File: src/rtl/mem_arbiter.sv
// Two-master round-robin arbiter in front of a single-port, synchronous-read RAM.
// Each grant takes one BUSY cycle (memory strobe) and one DONE cycle (ready pulse, read data).
module mem_arbiter #(
  parameter int AW = 32,
  parameter int DW = 32
) (
  input  logic          clk,
  input  logic          reset,
  input  logic          m0_req,
  input  logic          m0_we,
  input  logic [AW-1:0] m0_addr,
  input  logic [DW-1:0] m0_wdata,
  output logic          m0_ready,
  output logic [DW-1:0] m0_rdata,
  input  logic          m1_req,
  input  logic          m1_we,
  input  logic [AW-1:0] m1_addr,
  input  logic [DW-1:0] m1_wdata,
  output logic          m1_ready,
  output logic [DW-1:0] m1_rdata,
  output logic          mem_en,
  output logic          mem_we,
  output logic [AW-1:0] mem_addr,
  output logic [DW-1:0] mem_wdata,
  input  logic [DW-1:0] mem_rdata
);

  typedef enum logic [1:0] {IDLE, BUSY, DONE} state_t;

  state_t         state;
  logic           prio;
  logic           owner;
  logic           cmd_we;
  logic [AW-1:2]  cmd_addr;
  logic [DW-1:0]  cmd_wdata;

  logic           req0_eff;
  logic           req1_eff;
  logic           grant;
  logic           winner;

  // In DONE the owner's req is still high by protocol, so it cannot win again back to back.
  always_comb begin
    req0_eff = m0_req && !((state == DONE) && (owner == 1'b0));
    req1_eff = m1_req && !((state == DONE) && (owner == 1'b1));
    grant    = (state != BUSY) && (req0_eff || req1_eff);
    winner   = (req0_eff && req1_eff) ? prio : req1_eff;
  end

  always_ff @(posedge clk) begin
    if (reset) begin
      state     <= IDLE;
      prio      <= 1'b0;
      owner     <= 1'b0;
      cmd_we    <= 1'b0;
      cmd_addr  <= '0;
      cmd_wdata <= '0;
    end else begin
      case (state)
        IDLE, DONE: begin
          if (grant) begin
            state     <= BUSY;
            owner     <= winner;
            prio      <= ~winner;
            cmd_we    <= winner ? m1_we : m0_we;
            cmd_addr  <= winner ? m1_addr[AW-1:2] : m0_addr[AW-1:2];
            cmd_wdata <= winner ? m1_wdata : m0_wdata;
          end else begin
            state <= IDLE;
          end
        end
        BUSY:    state <= DONE;
        default: state <= IDLE;
      endcase
    end
  end

  // Outputs depend only on state and the latched command, never on live master inputs.
  assign mem_en    = (state == BUSY);
  assign mem_we    = mem_en && cmd_we;
  assign mem_addr  = {cmd_addr, 2'b00};
  assign mem_wdata = cmd_wdata;

  assign m0_ready  = (state == DONE) && (owner == 1'b0);
  assign m1_ready  = (state == DONE) && (owner == 1'b1);
  assign m0_rdata  = mem_rdata;
  assign m1_rdata  = mem_rdata;

endmodule

File: config.mk
export PLATFORM = sky130hd
export DESIGN_NAME = mem_arbiter
export DESIGN_NICKNAME = d
export VERILOG_FILES = /design/src/rtl/mem_arbiter.sv
export SDC_FILE = /design/constraint.sdc
export NUM_CORES = 1
export LEC_CHECK = 0
export BUFFER_PORTS_ARGS = -buffer_cell sky130_fd_sc_hd__buf_2
export CAP_MARGIN = 20
export CORE_AREA = 2 2 117 119
export CTS_BUF_LIST = sky130_fd_sc_hd__clkbuf_8 sky130_fd_sc_hd__clkbuf_16
export CTS_CLUSTER_SIZE = 14
export DETAILED_ROUTE_END_ITERATION = 7
export DIE_AREA = 0 0 119 121
export PLACE_DENSITY = 0.69
export SYNTH_ARGS = -nofsm -noshare
export SYNTH_HDL_FRONTEND = slang
export SYNTH_SLANG_ARGS = --single-unit
File: constraint.sdc
create_clock -name clk -period 2.9 [get_ports clk]
set_input_delay 0.58 -clock clk [delete_from_list [all_inputs] [get_ports clk]]
set_output_delay 0.58 -clock clk [all_outputs]
set_load 0.05 [all_outputs]
==> flow_metrics.py <==
metrics = {
    "run_status": {
        "status": "finished, final reports clean",
    },
    "grt": {
        "overflow": 0,
        "grt_pass1_vias": 4332,
        "grt_pass1_wl_microns": 21960,
        "antenna_found_initial": 0,
        "grt_start_max_net_pins": 78,
        "grt_use_total_pct": 19.02,
    },
    "detailed_routing": {
        "wl_microns": 13950,
        "dr.pass1.iters": 5,
        "drc": 0,
        "ant_nets": 0,
        "viasPerCell": 5.345,
        "vias": 4661,
        "drt_iter0_drc": 284,
        "wl_per_cell_microns": 16.00,
    },
    "die": {
        "coreArea_sq_um": 13090,
        "io_pins": 298,
        "initial_utilization_pct": 36.00,
        "die_area_sq_um": 14400,
        "die_w_microns": 119,
        "dieHeight_microns": 121,
        "rows": 42,
    },
    "synthesis": {
        "ys_seq_elements": 67,
        "synth_warnings": 0,
        "ys_top_cells_by_count": "126 x nand4_1, 112 x nor2b_1, 72 x buf_4",
        "synth_most_common_cell": "nand4_1",
        "synth_flop_cell": "dfxtp_1",
        "synth_area_per_cell_sq_um": 7.812,
        "synth_top_cell_by_area": "dfxtp_1",
        "synth_edf_count": 0,
        "synthDominantCellAreaShare_pct": 28.47,
        "syn_area_sq_um": 4711,
        "postSynthCellCount": 603,
        "async_reset_ff_share_pct": 0,
        "ys_seq_area_share_pct": 28.47,
        "synthTopCellsByArea": "dfxtp_1 28%, nand4_1 17%, nor2b_1 15%",
        "ys_types": 23,
    },
    "timing": {
        "setup_violations": 0,
        "worst_pin_slew_ns": 0.7399,
        "fin_tns_setup_ns": 0,
        "rsz0062_at_grt": "false",
        "fin_skew_ns": 0.007138,
        "hold_violations": 0,
        "fmax_mhz": 469.9,
        "maxSlewViolCount": 0,
        "fin_crit_sh_pct": 73.39,
        "layout_min_cycle_time_ns": 2.128,
        "whs_ns": 0.4943,
        "max_slew_margin_pct": 50.67,
    },
    "worst_hold_path": {
        "worstHoldEndpoint": "mem_wdata[22]",
        "holdCritPathClass": "flop to flop",
        "min_from": "mem_wdata[22]",
        "hold_depth": 2,
    },
    "worst_setup_path": {
        "slowest_delay_ns": 0.55,
        "reg2regPathDepth": 4,
        "r2r-end": "cmd_addr[10]",
        "end_kind": "primary output",
        "worst-path-buf-inv": 1,
        "cp.required_ns": 2.32,
        "r2r_slack_ns": 1.06,
        "cp_max_fo": 6,
        "slowest_stage": "dfxtp_1",
        "arrival_ns": 1.55,
        "cp_cell_sequence": "nor2b_1 > and2_1 > buf_2",
        "cp_top_family": "flip-flops",
        "crit_type": "flop to primary output",
        "cp.depth": 3,
        "r2r_start": "state[1]",
        "worst_setup_path_start_kind": "flop",
    },
    "power_and_ir_drop": {
        "powerDensity_nw_per_um2": 561.8,
        "vdd_ir_drop_max_mv": 0.2130,
        "cellLeakagePower_nw": 2.371,
    },
    "clock_tree": {
        "htreeDepth": 3,
        "hold_buffers": 0,
        "cts-root-buf": "clkbuf_16",
        "clk_latency_ns": 0.34,
        "clock_sinks": 67,
        "post-cts-setup-buffers": 0,
        "path_clk_slew_ns": 0.06,
        "tritoncts": "done",
        "cts-buffers-inserted": 9,
        "cts_buffer_depth": 2,
        "cts_resized": 0,
    },
    "final_layout": {
        "drive_gt1_share_pct": 33.48,
        "layout.nets": 857,
        "syn2layout_area_growth_pct": 18.03,
        "antenna_cells": 0,
    },
    "place": {
        "port_buffers": 195,
        "hpwl_microns": 8873,
        "place.gp.congestion": 0.7553,
    },
    "job": {
        "cap_violations": 0,
    },
}
## per-stage QoR
stage	setup slack (ns)	power [mW]	instances	instance area, sq um	utilization [%]
after floorplan	0.6099	2.019	604	4715	-
after global placement	0.7800	2.035	856	5265	40.24
after detailed placement	0.7602	2.042	856	5265	40.24
after CTS	0.7515	3.163	872	5560	42.49
after global routing	0.7134	3.276	872	5560	42.49
final	0.7717	3.124	872	5560	42.49
## worst register-to-register path: cells and delay by family, from the launching register on
family          cells  cell delay [ns]
compound gates      1             0.14
flops               1             0.38
buf+inv             1             0.29
simple gates        2             0.90
## how the worst max path moves through the flow
stage / startpoint / to / slack [ns]
3_3_place_gp: m0_req / cmd_addr[17] / 0.78
5_1_grt: state[0] / mem_we / 0.71
4_1_cts: state[0] / mem_we / 0.75
3_5_place_dp: m0_req / cmd_addr[11] / 0.76
6_report: state[0] / mem_we / 0.77
2_1_floorplan: state[0] / mem_we / 0.61
## flip-flops by register name, indices dropped and copies added (netlist names)
| signal | flops |
|---|---|
| mem_wdata | 32 |
| cmd_addr | 30 |
| state | 2 |
| owner | 1 |
| prio | 1 |
| cmd_we | 1 |
## routing by layer
layer,GRT usage (%),part of all wire [%],vias to the layer above
li1,-,-,2257
met1,22.90,42,2168
met5,0,0,-
met3,4.417,7.3,42
met2,32.00,47,194
met4,9.077,3.0,0
## power by group
| group | internal, mW | leakage [nW] | switching (mW) |
|---|---|---|---|
| sequential | 1.02 | 0.553 | 0.0538 |
| clock | 0.681 | 0.149 | 0.419 |
| combinational | 0.285 | 1.67 | 0.666 |
| total | 1.98 | 2.37 | 1.14 |
## cell type report
| type | instances | area [sq um] |
|---|---|---|
| fillers | 1364 | 7525 |
| multi-input cells | 338 | 2320 |
| flip-flops and latches | 67 | 1341 |
| repair buffers | 212 | 1147 |
| clock buffers | 10 | 239.0 |
| inverters | 63 | 236.5 |
| well taps | 176 | 220.2 |
| clock inverters | 6 | 56.30 |
## cell families (layout without fill, tap and decap cells)
logic type,Yosys count,count (layout),synth area share [%]
AND/OR/NAND/NOR,269,269,36.04
buffers and inverters,199,291,22.95
flip-flops,67,67,28.47
AO/OA/AOI/OAI,66,66,12.24
other,1,2,0.07960
multiplexers,1,1,0.2125
## placed cells by master, fill, tap and decap left out
master	count
a211oi_4	1
and2_1	1
and2b_1	19
buf_12	3
buf_2	194
buf_4	14
buf_6	1
bufinv_16	1
clkbuf_16	9
clkbuf_8	1
clkinv_2	3
clkinvlp_4	1
conb_1	2
dfxtp_1	67
inv_1	64
mux2i_1	1
nand2_2	1
nand2b_1	2
nand2b_2	1
nand3_1	2
nand3b_1	1
nand4_1	126
nor2_1	3
nor2b_1	110
nor2b_4	2
o22ai_1	2
o311ai_0	23
o311ai_1	40
or3b_2	1
(Power assumes the default switching activity.)
